===== src/rtl/weight_loader.sv =====
// Purpose: packs a serial stream of signed 2-bit weights into K2-wide kernel vectors and writes one per feature.
// Latency: K2 transfers + 1 WRITE cycle per feature; start + NUM_FEATURES*(K2+1) + 1 DONE cycle per load.
// Backpressure: w_ready is high only in LOAD; w_valid gaps stretch LOAD, and there is no timeout.
//
// Ports:
//   clk, rst        - single clock (posedge) and asynchronous active-low reset
//   start           - one-cycle load request, honoured only while idle
//   w_valid/w_ready - stream handshake; w_data is the signed 2-bit weight
//   address_w       - feature index being written (doubles as the feature counter)
//   feature_WrEn    - active-low write strobe, low for the single WRITE cycle
//   weights_input   - assembled kernel vector, element 0 = first beat of the feature
//   busy, done      - busy outside IDLE; done pulses for one cycle after the last write
//   range_err       - sticky illegal-weight (-2) flag, built only with WEIGHT_LOADER_RANGE_CHECK_EN
//
// All write-side outputs come straight from posedge flops, so the memory, which
// captures on the falling edge, always sees them settled.
module weight_loader #(
  parameter int KERNEL_SIZE  = 3,
  parameter int NUM_FEATURES = 10
) (
  input  logic                              clk,
  input  logic                              rst,
  input  logic                              start,
  input  logic                              w_valid,
  input  logic signed [1:0]                 w_data,
  output logic                              w_ready,
  output logic [$clog2(NUM_FEATURES):0]     address_w,
  output logic                              feature_WrEn,
  output logic signed [1:0]                 weights_input [KERNEL_SIZE*KERNEL_SIZE],
  output logic                              busy,
  output logic                              done,
  output logic                              range_err
);

  localparam int K2 = KERNEL_SIZE * KERNEL_SIZE;
  localparam int BW = (K2 > 1) ? $clog2(K2) : 1;
  localparam int AW = $clog2(NUM_FEATURES) + 1;

  typedef enum logic [1:0] {
    S_IDLE,
    S_LOAD,
    S_WRITE,
    S_DONE
  } state_t;

  state_t          state;
  logic [BW-1:0]   beat_cnt;

  always_ff @(posedge clk or negedge rst) begin
    if (!rst) begin
      state        <= S_IDLE;
      beat_cnt     <= '0;
      address_w    <= '0;
      feature_WrEn <= 1'b1;
      w_ready      <= 1'b0;
      busy         <= 1'b0;
      done         <= 1'b0;
      for (int i = 0; i < K2; i++) weights_input[i] <= '0;
`ifdef WEIGHT_LOADER_RANGE_CHECK_EN
      range_err    <= 1'b0;
`endif
    end else begin
      case (state)
        S_IDLE: begin
          if (start) begin
            address_w <= '0;
            beat_cnt  <= '0;
            w_ready   <= 1'b1;
            busy      <= 1'b1;
            state     <= S_LOAD;
`ifdef WEIGHT_LOADER_RANGE_CHECK_EN
            range_err <= 1'b0;
`endif
          end
        end
        // w_ready is registered high for the whole of LOAD, so w_valid alone
        // marks a transfer here.
        S_LOAD: begin
          if (w_valid) begin
            for (int i = 0; i < K2; i++) begin
              if (beat_cnt == BW'(i)) weights_input[i] <= w_data;
            end
`ifdef WEIGHT_LOADER_RANGE_CHECK_EN
            if (w_data == 2'sb10) range_err <= 1'b1;
`endif
            if (beat_cnt == BW'(K2 - 1)) begin
              beat_cnt     <= '0;
              w_ready      <= 1'b0;
              feature_WrEn <= 1'b0;
              state        <= S_WRITE;
            end else begin
              beat_cnt <= beat_cnt + 1'b1;
            end
          end
        end
        S_WRITE: begin
          feature_WrEn <= 1'b1;
          if (address_w == AW'(NUM_FEATURES - 1)) begin
            done  <= 1'b1;
            state <= S_DONE;
          end else begin
            address_w <= address_w + 1'b1;
            w_ready   <= 1'b1;
            state     <= S_LOAD;
          end
        end
        S_DONE: begin
          done  <= 1'b0;
          busy  <= 1'b0;
          state <= S_IDLE;
        end
        default: state <= S_IDLE;
      endcase
    end
  end

`ifndef WEIGHT_LOADER_RANGE_CHECK_EN
  assign range_err = 1'b0;
`endif

endmodule


===== config.mk =====
export PLATFORM = sky130hd
export DESIGN_NAME = weight_loader
export DESIGN_NICKNAME = d
export VERILOG_FILES = /design/src/rtl/weight_loader.sv
export SDC_FILE = /design/constraint.sdc
export NUM_CORES = 1
export LEC_CHECK = 0
export ABC_AREA = 1
export BUFFER_PORTS_ARGS = -buffer_cell sky130_fd_sc_hd__buf_2
export CAP_MARGIN = 20
export CORE_MARGIN = 3
export CORE_UTILIZATION = 55
export DETAILED_ROUTE_END_ITERATION = 8
export HOLD_SLACK_MARGIN = 0.1
export PLACE_DENSITY = 0.81
export SYNTH_ARGS = -nofsm -noshare
export SYNTH_HDL_FRONTEND = slang
export SYNTH_SLANG_ARGS = --single-unit

===== constraint.sdc =====
create_clock -name clk -period 2.5 [get_ports clk]
set_input_delay 0.5 -clock clk [delete_from_list [all_inputs] [get_ports clk]]
set_output_delay 0.5 -clock clk [all_outputs]
set_load 0.03 [all_outputs]

==> metrics.txt <==
fin nets between 200 and 250; Rel. slew slack 0.524; Via density around 5.2; CP max FO 2; Clock Path Buffers 2; post-synth net total 184; Clock Latency Late Sink about 0.34 ns; TritonCTS clock tree done; critical path class reg -> out; Worst EP required around 2 ns; #FFs+latches synth 33; FMAX 0.641 GHz; commonest non-fill, non-tap cell in the layout nand2_1; post-route minimum period around 1.6 ns; post-synthesis cell type count 21; post-synthesis mux area share 0; most frequent cells in the layout 52 x nand2_1, 32 x dfrtp_1, 32 x buf_2; largest net degree at the start of global routing 34; Critical Path Source Type flop; CP bufs+invs 1; DR pass1 iterations 4; cell area power density 1230 nW/µm²; CP endpoint kind primary output; grt ovf 0; Port Buf Inserts 32; clock sinks 33; area share of fa/ha/maj cells after synthesis 0.0503; HPWL after DPL between 2 and 2.5 mm; final WL roughly 3.1 mm; Post-Syn Instances 172; sequential-to-total area share from yosys stat 0.554; Syn Area/Cell 8.69 µm²; slowest stage delay, CP approximately 0.54 ns; # diodes 0; Worst path top cell family by delay flip-flops; Area Growth Syn to Fin 16.4%; layout cell share with drive strength beyond 1 0.209; RSZ-0062 raised after global routing false; routability cong. 0.805; xor and xnor area share after synthesis 0.0235; status finished, final reports clean; Slew Limit Fails 0; die height 58.1 µm; Post-CTS Setup Repair Bufs 0; I/O pins 34; htree depth 2; post-cts gate resize count 0; Root Buffer clkbuf_4; period utilization 0.624; hold buffer count at cts 0; Rows 18; initial antenna violation count 0; Clock Pin Slew Worst Setup and Hold Paths 0.10 ns; Core Area 2520 µm²; Max stage delay cell, worst path dfstp_2; Synth Warn # 0; Worst VDD drop 0.855 mV; DRC viols 0; first-pass GRT wire length 5.29 mm; Setup Skew 0.00921 ns; Initial Util 0.592; Post-Syn Area 1490 µm²; Num CTS Buffers 5; post-route ant nets 0; Die X 58.1 µm; largest family of logic cells by synthesized area simple AND/OR/NAND/NOR gates; Setup TNS 0 ns; max_cap viols 0; die area 3380 µm²; PnR Total Power 0.00214 W; vias 1262; post-DR wirelength/cell 13.0 µm; DRT iter0 DRCs 55; Hold WC Path Type in -> async; endpoints failing hold 0; crit path cell chain buf_2; number of global-route vias before repair 1265; worst-margin pin slew 0.713 ns; simple-gate share of the synthesized area 0.218; hold_ws a little over 0.2 ns; total track usage 0.211; Final Setup Violations 0; P_leak ~0.94 nW; Synth Area in Compound Gates 0.102; WP data arrival 1.06 ns
worst register-to-register path, cell delays in order (launching register included):
cell,delay (ns)
dfrtp_1,0.41
inv_1,0.14
ha_1,0.20
nand2_1,0.06
nor2_1,0.20
nand3_1,0.19
nand2_1,0.09
o21ai_0,0.09
registers in the layout (all words and copies together) (netlist names):
signal and cells:
state 2, w_ready 1, done 1, address_w 5, beat_cnt 4, feature_WrEn 1, busy 1, weights_input 18
stage by stage:
| stage | worst slack, ns | instances | utilization | instance area (µm²) |
|---|---|---|---|---|
| floorplan | 1.09 | 172 | - | 1490 |
| global placement | 1.10 | 233 | 0.668 | 1680 |
| detailed placement | 0.988 | 233 | 0.668 | 1680 |
| CTS | 0.914 | 241 | 0.689 | 1740 |
| global route | 0.798 | 241 | 0.689 | 1740 |
| finish | 0.939 | 241 | 0.689 | 1740 |
kinds of logic after synthesis:
| logic type | count (synthesis) |
|---|---|
| compound gates | 30 |
| simple gates | 79 |
| xor+xnor | 4 |
| buf+inv | 19 |
| fa+ha+maj | 6 |
| flops | 33 |
| other cells | 1 |
layout make-up:
cell class / count / area [µm²]
Multi-Input combinational cell: 120 / 592
Clock inverter: 3 / 17.5
Sequential cell: 33 / 827
Fill cell: 223 / 783
Timing Repair Buffer: 32 / 160
Inverter: 18 / 67.6
Tap cell: 30 / 37.5
Clock buffer: 5 / 37.5
cells in the mapped netlist:
library cell	number	share of area
a21boi_0	1	0.0050
a21oi_1	2	0.0067
buf_4	1	0.0050
conb_1	1	0.0025
dfrtp_1	32	0.54
dfstp_2	1	0.018
ha_1	6	0.050
inv_1	17	0.043
inv_2	1	0.0025
nand2_1	52	0.13
nand2_2	1	0.0042
nand3_1	9	0.030
nand3b_1	1	0.0050
nand4_1	1	0.0042
nor2_1	13	0.033
nor2_4	1	0.0075
nor3_1	1	0.0033
o21ai_0	25	0.084
o21ai_1	2	0.0067
xnor2_1	1	0.0059
xor2_1	3	0.018
power by group:
group	leakage (nW)	switching, W	internal, W
clock network	0.0310	0.000185	0.000106
registers	0.427	0.000133	0.000733
logic	0.480	0.000700	0.000284
per-layer routing:
layer | vias to the layer above | routed length [µm] | GRT usage | share of wire
li1 | 624 | - | - | -
met2 | 35 | 1650 | 0.384 | 0.53
met3 | 7 | 182 | 0.0713 | 0.058
met4 | 0 | 48 | 0.0762 | 0.015
met5 | - | 0 | 0 | 0
met1 | 596 | 1260 | 0.225 | 0.40
worst paths after layout:
path	startpoint	to	slack (ns)	cells after the start
setup / recovery	feature_WrEn	feature_WrEn	0.94	1
hold / removal	rst	weights_input[4]	0.20	1
setup reg to reg	beat_cnt[0]	weights_input[0]	1.00	7
hold reg to reg	feature_WrEn	feature_WrEn	0.47	2
max in group asynchronous	rst	busy	1.84	1
min in group clk	start	busy	0.42	3
Note: power is estimated with default switching activity, not from simulation.
